--- config.mk ---
export PLATFORM = sky130hd
export DESIGN_NAME = rv_mc_ctrl
export DESIGN_NICKNAME = d
export VERILOG_FILES = /design/src/rtl/rv_mc_pkg.sv /design/src/rtl/rv_mc_watchdog.sv /design/src/rtl/rv_mc_ctrl.sv
export SDC_FILE = /design/constraint.sdc
export NUM_CORES = 1
export LEC_CHECK = 0
export BUFFER_PORTS_ARGS = -buffer_cell sky130_fd_sc_hd__buf_2
export CORE_MARGIN = 2
export CORE_UTILIZATION = 55
export CTS_BUF_LIST = sky130_fd_sc_hd__clkbuf_4 sky130_fd_sc_hd__clkbuf_8
export DETAILED_ROUTE_END_ITERATION = 10
export PLACE_DENSITY = 0.92
export SYNTH_ARGS = -nofsm -noshare
export SYNTH_HDL_FRONTEND = slang
export SYNTH_SLANG_ARGS = --single-unit
--- constraint.sdc ---
create_clock -name clk -period 4.7 [get_ports clk]
set_input_delay 0 -clock clk [delete_from_list [all_inputs] [get_ports clk]]
set_output_delay 0 -clock clk [all_outputs]
set_load 0.02 [all_outputs]
--- src/rtl/rv_mc_pkg.sv ---
// Shared state, opcode, mux-select and trap-cause encodings for the multicycle control unit.
// Latency: none (types, constants and a pure branch-condition helper).
// Backpressure: none.
package rv_mc_pkg;

   typedef enum logic [4:0] {
      S_RESET,
      S_FETCH,
      S_DECODE,
      S_MEMADR,
      S_MEMREAD,
      S_MEMWB,
      S_MEMWRITE,
      S_EXECR,
      S_EXECI,
      S_ALUWB,
      S_BRANCH,
      S_JALR,
      S_JUMP,
      S_LUI,
      S_AUIPC,
      S_MULDIV,
      S_MDWB,
      S_TRAP
   } state_t;

   // RV32I major opcodes
   localparam logic [6:0] OP_LOAD   = 7'b0000011;
   localparam logic [6:0] OP_STORE  = 7'b0100011;
   localparam logic [6:0] OP_RTYPE  = 7'b0110011;
   localparam logic [6:0] OP_ITYPE  = 7'b0010011;
   localparam logic [6:0] OP_BRANCH = 7'b1100011;
   localparam logic [6:0] OP_JAL    = 7'b1101111;
   localparam logic [6:0] OP_JALR   = 7'b1100111;
   localparam logic [6:0] OP_LUI    = 7'b0110111;
   localparam logic [6:0] OP_AUIPC  = 7'b0010111;

   // ALU input A select
   localparam logic [1:0] SRCA_PC    = 2'b00;
   localparam logic [1:0] SRCA_OLDPC = 2'b01;
   localparam logic [1:0] SRCA_RS1   = 2'b10;

   // ALU input B select
   localparam logic [1:0] SRCB_RS2  = 2'b00;
   localparam logic [1:0] SRCB_IMM  = 2'b01;
   localparam logic [1:0] SRCB_FOUR = 2'b10;

   // ALU operation class
   localparam logic [1:0] ALUOP_ADD   = 2'b00;
   localparam logic [1:0] ALUOP_SUB   = 2'b01;
   localparam logic [1:0] ALUOP_FUNCT = 2'b10;

   // Immediate format
   localparam logic [2:0] IMM_I = 3'b000;
   localparam logic [2:0] IMM_S = 3'b001;
   localparam logic [2:0] IMM_B = 3'b010;
   localparam logic [2:0] IMM_J = 3'b011;
   localparam logic [2:0] IMM_U = 3'b100;

   // Result bus select
   localparam logic [1:0] RES_ALUOUT = 2'b00;
   localparam logic [1:0] RES_DATA   = 2'b01;
   localparam logic [1:0] RES_ALURES = 2'b10;
   localparam logic [1:0] RES_IMM    = 2'b11;

   // Trap causes
   localparam logic [1:0] CAUSE_NONE    = 2'b00;
   localparam logic [1:0] CAUSE_ILLEGAL = 2'b01;
   localparam logic [1:0] CAUSE_TIMEOUT = 2'b10;

   // funct3 010/011 are not defined branch conditions
   function automatic logic branch_legal(input logic [2:0] funct3);
      return (funct3[2:1] != 2'b01);
   endfunction

   // funct3[2:1] picks the flag, funct3[0] inverts it; undefined encodings never take
   function automatic logic branch_taken(input logic [2:0] funct3,
                                         input logic       zero,
                                         input logic       negative,
                                         input logic       ltu);
      logic w_cond;
      case (funct3[2:1])
         2'b00:   w_cond = zero;
         2'b10:   w_cond = negative;
         2'b11:   w_cond = ltu;
         default: w_cond = 1'b0;
      endcase
      return (w_cond ^ funct3[0]) & branch_legal(funct3);
   endfunction

endpackage

--- src/rtl/rv_mc_watchdog.sv ---
// Bus-timeout watchdog: counts stalled cycles in a memory-wait state and flags the last allowed one.
// Latency: o_timeout is combinational from the count and the current mem_ready.
// Backpressure: none; a ready arriving in the limit cycle suppresses the timeout.
module rv_mc_watchdog
   import rv_mc_pkg::*;
#(
   parameter int TIMEOUT = 16
) (
   input  logic clk,
   input  logic rst_n,
   input  logic i_watch,
   input  logic i_mem_ready,
   input  logic i_clear,
   output logic o_timeout
);

   localparam int            CW    = (TIMEOUT > 0) ? $clog2(TIMEOUT + 1) : 1;
   localparam logic [CW-1:0] LIMIT = (TIMEOUT > 0) ? CW'(TIMEOUT - 1) : '0;

   logic [CW-1:0] r_cnt;

   // Wait counter: cleared on every state change, advances while a watched request stalls
   always_ff @(posedge clk or negedge rst_n) begin
      if (!rst_n) begin
         r_cnt <= '0;
      end else if (i_clear) begin
         r_cnt <= '0;
      end else if (i_watch && !i_mem_ready && (r_cnt != LIMIT)) begin
         r_cnt <= r_cnt + CW'(1);
      end
   end

   assign o_timeout = (TIMEOUT > 0) && i_watch && !i_mem_ready && (r_cnt == LIMIT);

endmodule

--- src/rtl/rv_mc_ctrl.sv ---
// Multicycle RV32I control FSM driving datapath selects, enables, traps and retirement count.
// Latency: 3-6 cycles per instruction with zero-wait memory, plus one per memory wait cycle.
// Backpressure: mem_req holds until mem_ready; MULDIV waits on md_done; stalls are bounded by the watchdog.
module rv_mc_ctrl
   import rv_mc_pkg::*;
#(
   parameter int M_EXT   = 0,
   parameter int TIMEOUT = 16,
   parameter int CNT_W   = 32
) (
   input  logic             clk,
   input  logic             rst_n,
   input  logic [6:0]       op,
   input  logic [2:0]       funct3,
   input  logic             funct7_0,
   input  logic             zero,
   input  logic             negative,
   input  logic             ltu,
   input  logic             mem_ready,
   input  logic             md_done,
   output logic             mem_req,
   output logic             mem_we,
   output logic             adr_src,
   output logic             ir_write,
   output logic             pc_write,
   output logic             reg_write,
   output logic             pc_trap,
   output logic [1:0]       alu_src_a,
   output logic [1:0]       alu_src_b,
   output logic [1:0]       alu_op,
   output logic [2:0]       imm_src,
   output logic [1:0]       result_src,
   output logic             md_start,
   output logic             md_wb,
   output logic             trap,
   output logic [1:0]       trap_cause,
   output logic             instr_retired,
   output logic [CNT_W-1:0] retired_cnt
);

   state_t           r_state;
   state_t           w_state_nxt;
   logic [1:0]       w_cause_nxt;
   logic             w_watch;
   logic             w_timeout;
   logic             w_retire;
   logic             r_retired;
   logic [CNT_W-1:0] r_retired_cnt;
   logic [1:0]       r_trap_cause;

   assign w_watch = (r_state == S_FETCH) || (r_state == S_MEMREAD) || (r_state == S_MEMWRITE);

   rv_mc_watchdog #(
      .TIMEOUT (TIMEOUT)
   ) u_watchdog (
      .clk         (clk),
      .rst_n       (rst_n),
      .i_watch     (w_watch),
      .i_mem_ready (mem_ready),
      .i_clear     (w_state_nxt != r_state),
      .o_timeout   (w_timeout)
   );

   // State register
   always_ff @(posedge clk or negedge rst_n) begin
      if (!rst_n) begin
         r_state <= S_RESET;
      end else begin
         r_state <= w_state_nxt;
      end
   end

   // Next-state and control decode; everything not driven by a state stays 0
   always_comb begin
      w_state_nxt = r_state;
      w_cause_nxt = CAUSE_NONE;
      mem_req     = 1'b0;
      mem_we      = 1'b0;
      adr_src     = 1'b0;
      ir_write    = 1'b0;
      pc_write    = 1'b0;
      reg_write   = 1'b0;
      pc_trap     = 1'b0;
      alu_src_a   = SRCA_PC;
      alu_src_b   = SRCB_RS2;
      alu_op      = ALUOP_ADD;
      imm_src     = IMM_I;
      result_src  = RES_ALUOUT;
      md_start    = 1'b0;
      md_wb       = 1'b0;
      trap        = 1'b0;
      case (r_state)
         S_RESET: begin
            w_state_nxt = S_FETCH;
         end
         S_FETCH: begin
            mem_req    = 1'b1;
            alu_src_a  = SRCA_PC;
            alu_src_b  = SRCB_FOUR;
            result_src = RES_ALURES;
            if (mem_ready) begin
               ir_write    = 1'b1;
               pc_write    = 1'b1;
               w_state_nxt = S_DECODE;
            end else if (w_timeout) begin
               w_state_nxt = S_TRAP;
               w_cause_nxt = CAUSE_TIMEOUT;
            end
         end
         S_DECODE: begin
            // Precompute the branch/jump target into ALUOut while the opcode is decoded
            alu_src_a = SRCA_OLDPC;
            alu_src_b = SRCB_IMM;
            imm_src   = (op == OP_JAL) ? IMM_J : IMM_B;
            case (op)
               OP_LOAD, OP_STORE: w_state_nxt = S_MEMADR;
               OP_RTYPE:          w_state_nxt = S_EXECR;
               OP_ITYPE:          w_state_nxt = S_EXECI;
               OP_BRANCH:         w_state_nxt = S_BRANCH;
               OP_JAL:            w_state_nxt = S_JUMP;
               OP_JALR:           w_state_nxt = S_JALR;
               OP_LUI:            w_state_nxt = S_LUI;
               OP_AUIPC:          w_state_nxt = S_AUIPC;
               default: begin
                  w_state_nxt = S_TRAP;
                  w_cause_nxt = CAUSE_ILLEGAL;
               end
            endcase
         end
         S_MEMADR: begin
            alu_src_a   = SRCA_RS1;
            alu_src_b   = SRCB_IMM;
            imm_src     = (op == OP_STORE) ? IMM_S : IMM_I;
            w_state_nxt = (op == OP_STORE) ? S_MEMWRITE : S_MEMREAD;
         end
         S_MEMREAD: begin
            mem_req = 1'b1;
            adr_src = 1'b1;
            if (mem_ready) begin
               w_state_nxt = S_MEMWB;
            end else if (w_timeout) begin
               w_state_nxt = S_TRAP;
               w_cause_nxt = CAUSE_TIMEOUT;
            end
         end
         S_MEMWB: begin
            reg_write   = 1'b1;
            result_src  = RES_DATA;
            w_state_nxt = S_FETCH;
         end
         S_MEMWRITE: begin
            mem_req = 1'b1;
            mem_we  = 1'b1;
            adr_src = 1'b1;
            if (mem_ready) begin
               w_state_nxt = S_FETCH;
            end else if (w_timeout) begin
               w_state_nxt = S_TRAP;
               w_cause_nxt = CAUSE_TIMEOUT;
            end
         end
         S_EXECR: begin
            alu_src_a = SRCA_RS1;
            alu_src_b = SRCB_RS2;
            alu_op    = ALUOP_FUNCT;
            if ((M_EXT != 0) && funct7_0) begin
               md_start    = 1'b1;
               w_state_nxt = S_MULDIV;
            end else begin
               w_state_nxt = S_ALUWB;
            end
         end
         S_EXECI: begin
            alu_src_a   = SRCA_RS1;
            alu_src_b   = SRCB_IMM;
            imm_src     = IMM_I;
            alu_op      = ALUOP_FUNCT;
            w_state_nxt = S_ALUWB;
         end
         S_ALUWB: begin
            reg_write   = 1'b1;
            result_src  = RES_ALUOUT;
            w_state_nxt = S_FETCH;
         end
         S_BRANCH: begin
            // ALUOut still holds the target from DECODE; the ALU now compares rs1/rs2
            alu_src_a  = SRCA_RS1;
            alu_src_b  = SRCB_RS2;
            alu_op     = ALUOP_SUB;
            result_src = RES_ALUOUT;
            if (!branch_legal(funct3)) begin
               w_state_nxt = S_TRAP;
               w_cause_nxt = CAUSE_ILLEGAL;
            end else begin
               pc_write    = branch_taken(funct3, zero, negative, ltu);
               w_state_nxt = S_FETCH;
            end
         end
         S_JALR: begin
            alu_src_a   = SRCA_RS1;
            alu_src_b   = SRCB_IMM;
            imm_src     = IMM_I;
            w_state_nxt = S_JUMP;
         end
         S_JUMP: begin
            // PC takes the target in ALUOut while OldPC+4 is computed for the link write
            pc_write    = 1'b1;
            result_src  = RES_ALUOUT;
            alu_src_a   = SRCA_OLDPC;
            alu_src_b   = SRCB_FOUR;
            w_state_nxt = S_ALUWB;
         end
         S_LUI: begin
            reg_write   = 1'b1;
            result_src  = RES_IMM;
            imm_src     = IMM_U;
            w_state_nxt = S_FETCH;
         end
         S_AUIPC: begin
            alu_src_a   = SRCA_OLDPC;
            alu_src_b   = SRCB_IMM;
            imm_src     = IMM_U;
            w_state_nxt = S_ALUWB;
         end
         S_MULDIV: begin
            if (md_done) begin
               w_state_nxt = S_MDWB;
            end
         end
         S_MDWB: begin
            reg_write   = 1'b1;
            md_wb       = 1'b1;
            w_state_nxt = S_FETCH;
         end
         S_TRAP: begin
            trap        = 1'b1;
            pc_write    = 1'b1;
            pc_trap     = 1'b1;
            w_state_nxt = S_FETCH;
         end
         default: begin
            w_state_nxt = S_RESET;
         end
      endcase
   end

   // An instruction completes when control returns to FETCH from anything but RESET or TRAP
   assign w_retire = (w_state_nxt == S_FETCH) && (r_state != S_FETCH) &&
                     (r_state != S_RESET) && (r_state != S_TRAP);

   // Trap cause captured on entry to TRAP and held until the next trap
   always_ff @(posedge clk or negedge rst_n) begin
      if (!rst_n) begin
         r_trap_cause <= CAUSE_NONE;
      end else if (w_cause_nxt != CAUSE_NONE) begin
         r_trap_cause <= w_cause_nxt;
      end
   end

   // Retire pulse and wrapping retired-instruction counter
   always_ff @(posedge clk or negedge rst_n) begin
      if (!rst_n) begin
         r_retired     <= 1'b0;
         r_retired_cnt <= '0;
      end else begin
         r_retired <= w_retire;
         if (w_retire) begin
            r_retired_cnt <= r_retired_cnt + CNT_W'(1);
         end
      end
   end

   assign trap_cause    = r_trap_cause;
   assign instr_retired = r_retired;
   assign retired_cnt   = r_retired_cnt;

endmodule
==> results.yml, run 1 <==
grt:
  grt_overflow_total: 0
  grt.total_usage_pct: 22.19
  gr-usage-met2_pct: 38.97
  wire_length_of_the_first_global_routing_pass_mm: 11.07
  grt_start_max_net_pins: 46
  grt_pass1_vias: 2391
  number_of_antenna_violations_at_the_first_check_in_global_routing: 0
  met1_usage_pct: 28.59
  global_routing_met3_resource_utilization_pct: 3.372
  grt_most_used_layer: "met2"
worst_setup_path:
  worstPathRequired_ns: 4.93
  critPathKind: "reg2reg"
  critical_path.endpoint_type: "flip-flop"
  worstPathMaxFanout: 19
  worstSetupStartpointType: "flip-flop"
  arrival_ns: 3.77
finish:
  layout.cells.most_common: "buf_2"
  post_route_cells_drive_above_1_share_pct: 28.84
  layout.cells.most_common_list: "buf_2, dfrtp_1, nor2_1"
  layout.filler_cells: 418
  antenna-diode-count: 0
  syn2layout_area_growth_pct: 14.56
  final_net_count: 399
power:
  cellPowerDensity_nw_per_um2: 481.9
  worst_ir_drop_vdd_uv: 365.4
  leakage_uw: 0.001707
placement:
  gp_routability_congestion: 0.8463
  dp.final_hpwl_mm: 4.838
  post-place-ws_ns: 1.224
  port-buffer-count: 71
die:
  die_width_um: 77.85
  total_core_area_um2: 5172
  boundary_pin_count: 74
  area_of_the_die_um2: 6060
  start_util_pct: 57.98
  core.rowCount: 26
  die_h_um: 77.85
sta:
  max-slew-margin-rel_pct: 35.65
  max_clock_freq_ghz: 0.2823
  grt_setup_unrepaired: "no"
  holdWs_ns: 0.08761
  tightestPinTransition_ns: 0.9652
  timing_hold_violations_final: 0
  setup_slack_ns: 1.158
  fin_skew_ns: 0.006931
  final_min_period_over_clock_period_pct: 75.37
  finalSetupTns_ns: 0
  final_setup_violation_count: 0
  period_minus_slack_ns: 3.542
  slew_violations: 0
clock_network:
  cts_post_setup_buffers_inserted: 0
  clk_pin_slew_ns: 0.08
  h-tree-depth: 2
  clk_path_buf_depth: 2
  tritoncts: "built"
  clock_buffers_created_by_tritoncts: 5
  clock_sinks: 45
  insertion_delay_ns: 0.30
  cts-root-buf: "clkbuf_8"
  cts-resized-gates: 0
detailed_routing:
  drt_first_pass_iters: 4
  routed_via_density: 5.743
  number_of_nets_still_failing_antenna_checks_after_routing: 0
  via_total_after_detailed_routing: 2573
  post-route-drc-count: 0
  routed_len_inst_um: 14.68
  drt_first_iter_violations: 111
  wirelength_mm: 6.577
synth:
  synth-async-reset-ratio_pct: 100.0
  synth_edf_count: 0
  postSynthCellCount: 318
  synth.ff_latch_count: 45
  synth_nets: 339
  ys_dominant_reg_cell: "dfrtp_1"
  synth_sequential_area_ratio_pct: 37.55
  syn-mean-instance-area_um2: 9.431
  synthDistinctLibCells: 65
  synth-warning-count: 0
  synth_area_um2: 2999
flow_run:
  cap_violations: 0
hold_path:
  holdCritPathClass: "in2reg"
status:
  run_status: "finished, final reports clean"
-- kinds of logic (layout without fill, tap and decap cells) --
| logic type | after synthesis | after routing | synth area share (%) |
|---|---|---|---|
| compound gates | 38 | 38 | 9.595 |
| fa+ha+maj | 3 | 3 | 1.252 |
| simple gates | 159 | 159 | 33.75 |
| other cells | 1 | 1 | 0.1250 |
| flops | 45 | 45 | 37.55 |
| mux | 3 | 3 | 1.043 |
| buf+inv | 32 | 92 | 5.882 |
| xor+xnor | 37 | 37 | 10.81 |
-- layer usage --
| metal | share of wire, % | wire length (um) |
|---|---|---|
| met2 | 50 | 3268 |
| met1 | 43 | 2847 |
| met5 | 0 | 0 |
| met4 | 1.1 | 75 |
| met3 | 5.9 | 385 |
-- flip-flops by register name, summed over array words and instances, names as in the netlist --
register / flops
instr_retired: 1
r_state: 5
u_watchdog.r_cnt: 5
retired_cnt: 32
trap_cause: 2
-- layout make-up --
| type | instances | area [um2] | area share [%] |
|---|---|---|---|
| well taps | 70 | 87.58 | 2.549 |
| clock buffers | 5 | 68.82 | 2.003 |
| inverters | 11 | 41.29 | 1.202 |
| flip-flops and latches | 45 | 1126 | 32.77 |
| clock inverters | 2 | 35.03 | 1.020 |
| multi-input cells | 241 | 1697 | 49.38 |
| repair buffers | 74 | 380.4 | 11.07 |
-- through the flow --
step	power [uW]	cell area, um2	util (%)	std cells
final	1656	3436	66.42	448
after global routing	1765	3436	66.42	448
after CTS	1660	3436	66.42	448
after detailed placement	1380	3322	64.22	440
after global placement	1358	3322	64.22	440
after floorplan	1218	2999	-	318
-- cells in the mapped netlist (4+ instances only) --
cell type,number,share of area (%)
a211oi_1,5,1.3
a21oi_1,6,1.0
and3_1,9,1.9
buf_2,9,1.5
buf_4,4,1.0
buf_6,4,1.5
dfrtp_1,45,38
inv_1,10,1.3
nand2_1,23,2.9
nand2b_1,8,1.7
nand3_1,21,3.5
nand4_1,5,1.0
nor2_1,24,3.0
nor2b_1,4,0.83
nor3_1,9,1.5
nor3_2,12,4.0
nor3b_1,4,1.0
nor4_1,6,1.3
nor4_2,4,1.7
or3_1,4,0.83
xnor2_1,17,5.0
xor2_1,20,5.8
-- critical path, stage by stage, from the launching register on --
cell and delay, ns:
dfrtp_1 0.58, nor2_1 0.62, nand2_1 0.16, a2111o_1 0.40, o211ai_2 0.11, or4b_1 0.87, buf_4 0.34, nor3_2 0.21
xor2_1 0.18
-- power by group --
part	total, uW	leakage [uW]	switching (uW)	internal, uW
logic	806	0.00106	499	307
registers	569	0.000595	125	444
clock network	281	0.0000540	126	154
-- final timing paths --
path	start	endpoint	slack, ns	cells past startpoint
max in group asynchronous	rst_n	u_watchdog.r_cnt[1]	3.72	2
hold / removal	op[0]	r_state[3]	0.09	3
min in group asynchronous	rst_n	retired_cnt[12]	0.39	2
setup / recovery	r_state[2]	retired_cnt[21]	1.16	8
hold reg to reg	retired_cnt[31]	retired_cnt[31]	0.47	1
setup reg to reg	r_state[2]	retired_cnt[21]	1.16	8
-- repair_timing --
action | 4_1_cts | 5_1_grt
hold buffers | 1 | 0
setup endpoints to repair | 0 | 0
endpoints found under the hold margin | 45 | 0
Power figures use the tool's default switching activity.
==> run 2, diff against run 1 <==
==> constraint.sdc (replaced) <==
create_clock -name clk -period 3.7 [get_ports clk]
set_input_delay 0 -clock clk [delete_from_list [all_inputs] [get_ports clk]]
set_output_delay 0 -clock clk [all_outputs]
set_load 0.02 [all_outputs]
==> run 2 against run 1 <==
Combinational power increased by 41%. Critical path type unchanged. Via count grew 2.1%. Setup slack got worse by 0.58 ns. Critical endpoint is now retired_cnt[1]. Clock skew up 0.0020 ns. Sequential power grew 15%. First-iteration DRC count is 30% higher. Critical path depth fell by 1. Largest cell class unchanged. Utilization grew 0.53 points. Final cell count rose by 1.6%. Global-route usage is 0.25 points lower.
==> results.yml, run 2 (synthesis results as in run 1) <==
status:
  run_status: "finished, final reports clean"
finish:
  layout.filler_cells: 411
  layout.area.seq_um2: 1126
  post_route_cells_drive_above_1_share_pct: 30.13
  multi_input_comb_area_um2: 1697
  layout.cells.most_common: "buf_2"
  largest_register_ff_count: 32
  final_cells: 455
  final_net_count: 405
  layout.cells.most_common_list: "buf_2, dfrtp_1, nor2_1"
  syn2layout_area_growth_pct: 15.48
  antenna-diode-count: 0
worst_setup_path:
  arrival_ns: 3.30
  timing.critical_path.cells: "nor3b_2 -> nand2_1 -> a2111o_1 -> o211ai_2 -> or4b_1 -> inv_2 -> mux2_2"
  critPathKind: "reg2reg"
  setup.reg_to_reg.worst_slack_ns: 0.57
  worstPathRequired_ns: 3.88
  crit_slowest_cell: "or4b_1"
  critical_path.endpoint_type: "flip-flop"
  worstPathMaxFanout: 14
  worstSetupStartpointType: "flip-flop"
  cpPeakStageDelay_ns: 0.78
sta:
  timing_hold_violations_final: 0
  fin_skew_ns: 0.008884
  final_min_period_over_clock_period_pct: 84.47
  finalSetupTns_ns: 0
  tightestPinTransition_ns: 0.9501
  max-slew-margin-rel_pct: 36.66
  period_minus_slack_ns: 3.125
  slew_violations: 0
  max_clock_freq_ghz: 0.3200
  grt_setup_unrepaired: "no"
  final_setup_violation_count: 0
grt:
  grt_overflow_total: 0
  grt_start_max_net_pins: 46
  grt_pass1_vias: 2420
  number_of_antenna_violations_at_the_first_check_in_global_routing: 0
  wire_length_of_the_first_global_routing_pass_mm: 10.84
  grt.total_usage_pct: 21.94
clock_network:
  clock_buffers_created_by_tritoncts: 5
  tritoncts: "built"
  postCtsHoldBufs: 1
  clk_path_buf_depth: 2
  h-tree-depth: 2
  cts-root-buf: "clkbuf_8"
  clk_pin_slew_ns: 0.07
  insertion_delay_ns: 0.30
  cts_post_setup_buffers_inserted: 0
  clock_sinks: 45
  cts-resized-gates: 0
detailed_routing:
  routed_len_inst_um: 14.18
  post-route-drc-count: 0
  routed_via_density: 5.774
  number_of_nets_still_failing_antenna_checks_after_routing: 0
  wirelength_mm: 6.451
  drt_first_pass_iters: 4
  drt_first_iter_violations: 144
  via_total_after_detailed_routing: 2627
hold_path:
  holdCritPathClass: "in2reg"
die:
  total_core_area_um2: 5172
  boundary_pin_count: 74
  core.rowCount: 26
  area_of_the_die_um2: 6060
  die_h_um: 77.85
  start_util_pct: 57.98
  die_width_um: 77.85
power:
  worst_ir_drop_vdd_uv: 510.6
  cellPowerDensity_nw_per_um2: 603.9
  leakage_uw: 0.001731
placement:
  port-buffer-count: 71
  gp_routability_congestion: 0.8998
  numPlacedInstances: 446
  dp.final_hpwl_mm: 4.783
flow_run:
  cap_violations: 0
-- run 2: power by group --
group | switching, uW | internal [uW]
Combinational | 709 | 433
Clock | 157 | 138
Sequential | 90.2 | 565
Total | 955 | 1140
-- run 2: worst paths after layout --
path | from | endpoint | cells after the start
worst max-delay path | r_state[0] | retired_cnt[1] | 7
worst max register to register | r_state[0] | retired_cnt[1] | 7
max in group asynchronous | rst_n | retired_cnt[19] | 2
min in group asynchronous | rst_n | retired_cnt[26] | 2
worst min register to register | retired_cnt[31] | retired_cnt[31] | 1
worst min-delay path | op[0] | r_state[3] | 3
-- run 2: final cells by class --
cell class,count,area share (%)
clock inverter,2,0.2890
multi-input combinational,241,48.99
inverter,11,1.192
tap,70,2.529
clock buffer,6,2.204
sequential,45,32.51
timing repair buffer,80,12.28
-- run 2: metal layers --
metal	wire length (um)	up-vias	track usage [%]
met4	148	0	7.500
met1	2703	1236	27.82
li1	-	1265	-
met3	424	15	3.605
met5	0	-	0
met2	3174	111	37.76
-- run 2: worst max-delay path, delay by kind of cell, from the launching register on --
kind,cells,cell delay [ns]
and+or+nand+nor,3,1.33
DFF,1,0.57
AOI/OAI and AO/OA,2,0.48
muxes,1,0.36
buffers and inverters,1,0.27
-- run 2: stage by stage --
stage               setup slack (ns)  hold slack [ns]  total power [uW]  cell area [um2]  util, %
finish                        0.5745          0.09046              2091             3463    66.96
global route                  0.4229           0.1220              2246             3463    66.96
CTS                           0.5890          0.08065              2097             3463    66.96
detailed placement            0.6058           0.2009              1800             3367    65.09
global placement              0.6370           0.2008              1775             3367    65.09
floorplan                      1.174          -0.2956              1547             2999        -
==> run 3, diff against run 2 <==
--- a/config.mk
+++ b/config.mk
@@ -7,10 +7,10 @@
 export LEC_CHECK = 0
 export BUFFER_PORTS_ARGS = -buffer_cell sky130_fd_sc_hd__buf_2
 export CORE_MARGIN = 2
-export CORE_UTILIZATION = 55
+export CORE_UTILIZATION = 50
 export CTS_BUF_LIST = sky130_fd_sc_hd__clkbuf_4 sky130_fd_sc_hd__clkbuf_8
 export DETAILED_ROUTE_END_ITERATION = 10
-export PLACE_DENSITY = 0.92
+export PLACE_DENSITY = 0.89
 export SYNTH_ARGS = -nofsm -noshare
 export SYNTH_HDL_FRONTEND = slang
 export SYNTH_SLANG_ARGS = --single-unit
==> constraint.sdc (replaced) <==
create_clock -name clk -period 2.6 [get_ports clk]
set_input_delay 0 -clock clk [delete_from_list [all_inputs] [get_ports clk]]
set_output_delay 0 -clock clk [all_outputs]
set_load 0.02 [all_outputs]
==> run 3 against run 2 <==
The run now ends with setup timing left. Count of clock-buffer cells in the layout did not move. Final cell count grew 9.7%. Utilization is 3.1 points higher. Clock skew is 0.0017 ns lower. Die area rose by 9.5%. First-iteration DRC count is 31% lower. Critical path type unchanged. Critical endpoint is now retired_cnt[29]. Largest power group unchanged.
==> results.yml, run 3 (synthesis results as in run 1) <==
worst_setup_path:
  worstPathMaxFanout: 7
  rr_worst_depth: 13
  worst_r2r_endpoint: "retired_cnt[29]"
  cpPeakStageDelay_ns: 0.55
  worstPathRequired_ns: 2.80
  cp-startpoint: "u_watchdog.r_cnt[0]"
  arrival_ns: 3.06
  setup.reg_to_reg.worst_slack_ns: -0.26
  r2r-start: "u_watchdog.r_cnt[0]"
  timing.critical_path.mode_cell: "buf_12"
  worstSetupStartpointType: "flip-flop"
  timing.critical_path.cells: "ha_2 -> and3_4 -> ha_4 -> nor2_1 -> o32a_1 -> o21a_1 -> o211ai_2 -> or4b_4 -> buf_12 -> inv_4 -> buf_12 -> nand3_2 -> xnor2_1"
  critPathKind: "reg2reg"
  crit_slowest_cell: "or4b_4"
  critical_path.endpoint_type: "flip-flop"
detailed_routing:
  wirelength_mm: 8.371
  routed_len_inst_um: 16.78
  drt_first_iter_violations: 99
  via_total_after_detailed_routing: 2890
  drt_first_pass_iters: 4
  post-route-drc-count: 0
  number_of_nets_still_failing_antenna_checks_after_routing: 0
  routed_via_density: 5.792
clock_network:
  clk_pin_slew_ns: 0.09
  clock_buffers_created_by_tritoncts: 5
  cts-root-buf: "clkbuf_8"
  insertion_delay_ns: 0.30
  h-tree-depth: 2
  tritoncts: "built"
  clk_path_buf_depth: 2
  clock_sinks: 45
hold_path:
  min_to: "r_state[3]"
  worstHoldPathCells: 3
  holdCritPathClass: "in2reg"
  min_from: "op[0]"
status:
  run_status: "finished with violations"
  violated_checks: "setup timing"
sta:
  grt_setup_unrepaired: "yes"
  slew_violations: 0
  timing_hold_violations_final: 0
  max_clock_freq_ghz: 0.3500
  finalSetupTns_ns: -2.916
  setup_slack_ns: -0.2569
  fin_skew_ns: 0.007152
  max-slew-margin-rel_pct: 33.46
  tightestPinTransition_ns: 0.9982
  final_min_period_over_clock_period_pct: 109.9
  period_minus_slack_ns: 2.857
  final_setup_violation_count: 30
flow_run:
  cap_violations: 0
placement:
  port-buffer-count: 71
  dp.final_hpwl_mm: 5.535
  numPlacedInstances: 480
  gp_routability_congestion: 0.9256
die:
  die_h_um: 81.45
  core.rowCount: 28
  die_width_um: 81.45
  total_core_area_um2: 5851
  boundary_pin_count: 74
  start_util_pct: 51.26
  area_of_the_die_um2: 6634
finish:
  largest_register_ff_count: 32
  post_route_cells_drive_above_1_share_pct: 42.22
  final_net_count: 444
  layout.cells.most_common: "buf_2"
  syn2layout_area_growth_pct: 36.67
  antenna-diode-count: 0
  final_cells: 499
  layout.core_utilization_pct: 70.06
  layout.cells.most_common_list: "buf_2, dfrtp_1, buf_4"
grt:
  wire_length_of_the_first_global_routing_pass_mm: 12.54
  grt.total_usage_pct: 23.98
  grt_pass1_vias: 2735
  grt_start_max_net_pins: 46
  number_of_antenna_violations_at_the_first_check_in_global_routing: 0
  grt_overflow_total: 0
power:
  leakage_uw: 0.002158
  worst_ir_drop_vdd_uv: 619.2
  cellPowerDensity_nw_per_um2: 969.7
## run 3: how the worst max path moves through the flow
stage	end	slack (ns)	depth (start not counted)
after CTS	retired_cnt[20]	-0.07	12
after floorplan	retired_cnt[1]	0.07	11
final	retired_cnt[29]	-0.26	13
after global placement	retired_cnt[27]	-0.02	12
after global routing	retired_cnt[29]	-0.34	13
after detailed placement	retired_cnt[30]	-0.14	12
## run 3: power by group
group	total, uW	switching [uW]	internal, uW	leakage (uW)
logic	2610	1390	1220	0.00152
clock network	437	240	197	0.0000484
registers	932	124	808	0.000593
total	3970	1750	2220	0.00216
## run 3: critical path, delay by kind of cell, from the launching register on
kind,cells,cell delay (ns)
xor+xnor,1,0.26
buf+inv,3,0.39
compound gates,3,0.56
fa+ha+maj,2,0.32
flops,1,0.37
simple gates,4,0.87
## run 3: metal layers
metal,global-route usage [%],wire length [um],vias to the layer above
li1,-,-,1343
met2,42.62,4282,120
met1,30.38,3395,1407
met5,0,0,-
met4,6.441,185,0
met3,3.407,507,20
## run 3: cell type report
cell class | instances | area (um2)
clock buffers | 6 | 76.32
clock inverters | 2 | 10.01
fillers | 422 | 1752
inverters | 11 | 43.79
multi-input cells | 241 | 1941
flip-flops and latches | 45 | 1129
well taps | 75 | 93.84
repair buffers | 119 | 805.8
## run 3: timing repair
action | in CTS | in global routing
setup buffers | 4 | 5
cloned | 1 | 0
setup endpoints to repair | 27 | 37
endpoints found under the hold margin | 45 | 0
gates resized for setup | 20 | 34
pin swaps | 20 | 28
hold buffers | 1 | 0
## run 3: through the flow
step,worst slack [ns],total power (uW),area (um2),hold WS [ns]
after detailed placement,-0.1372,3009,3641,0.2156
after floorplan,0.07429,2201,2999,-0.2956
after CTS,-0.06620,3684,3886,0.07065
after global placement,-0.01969,2951,3641,0.1891
after global routing,-0.3395,4204,4099,0.1015
final,-0.2569,3975,4099,0.08949
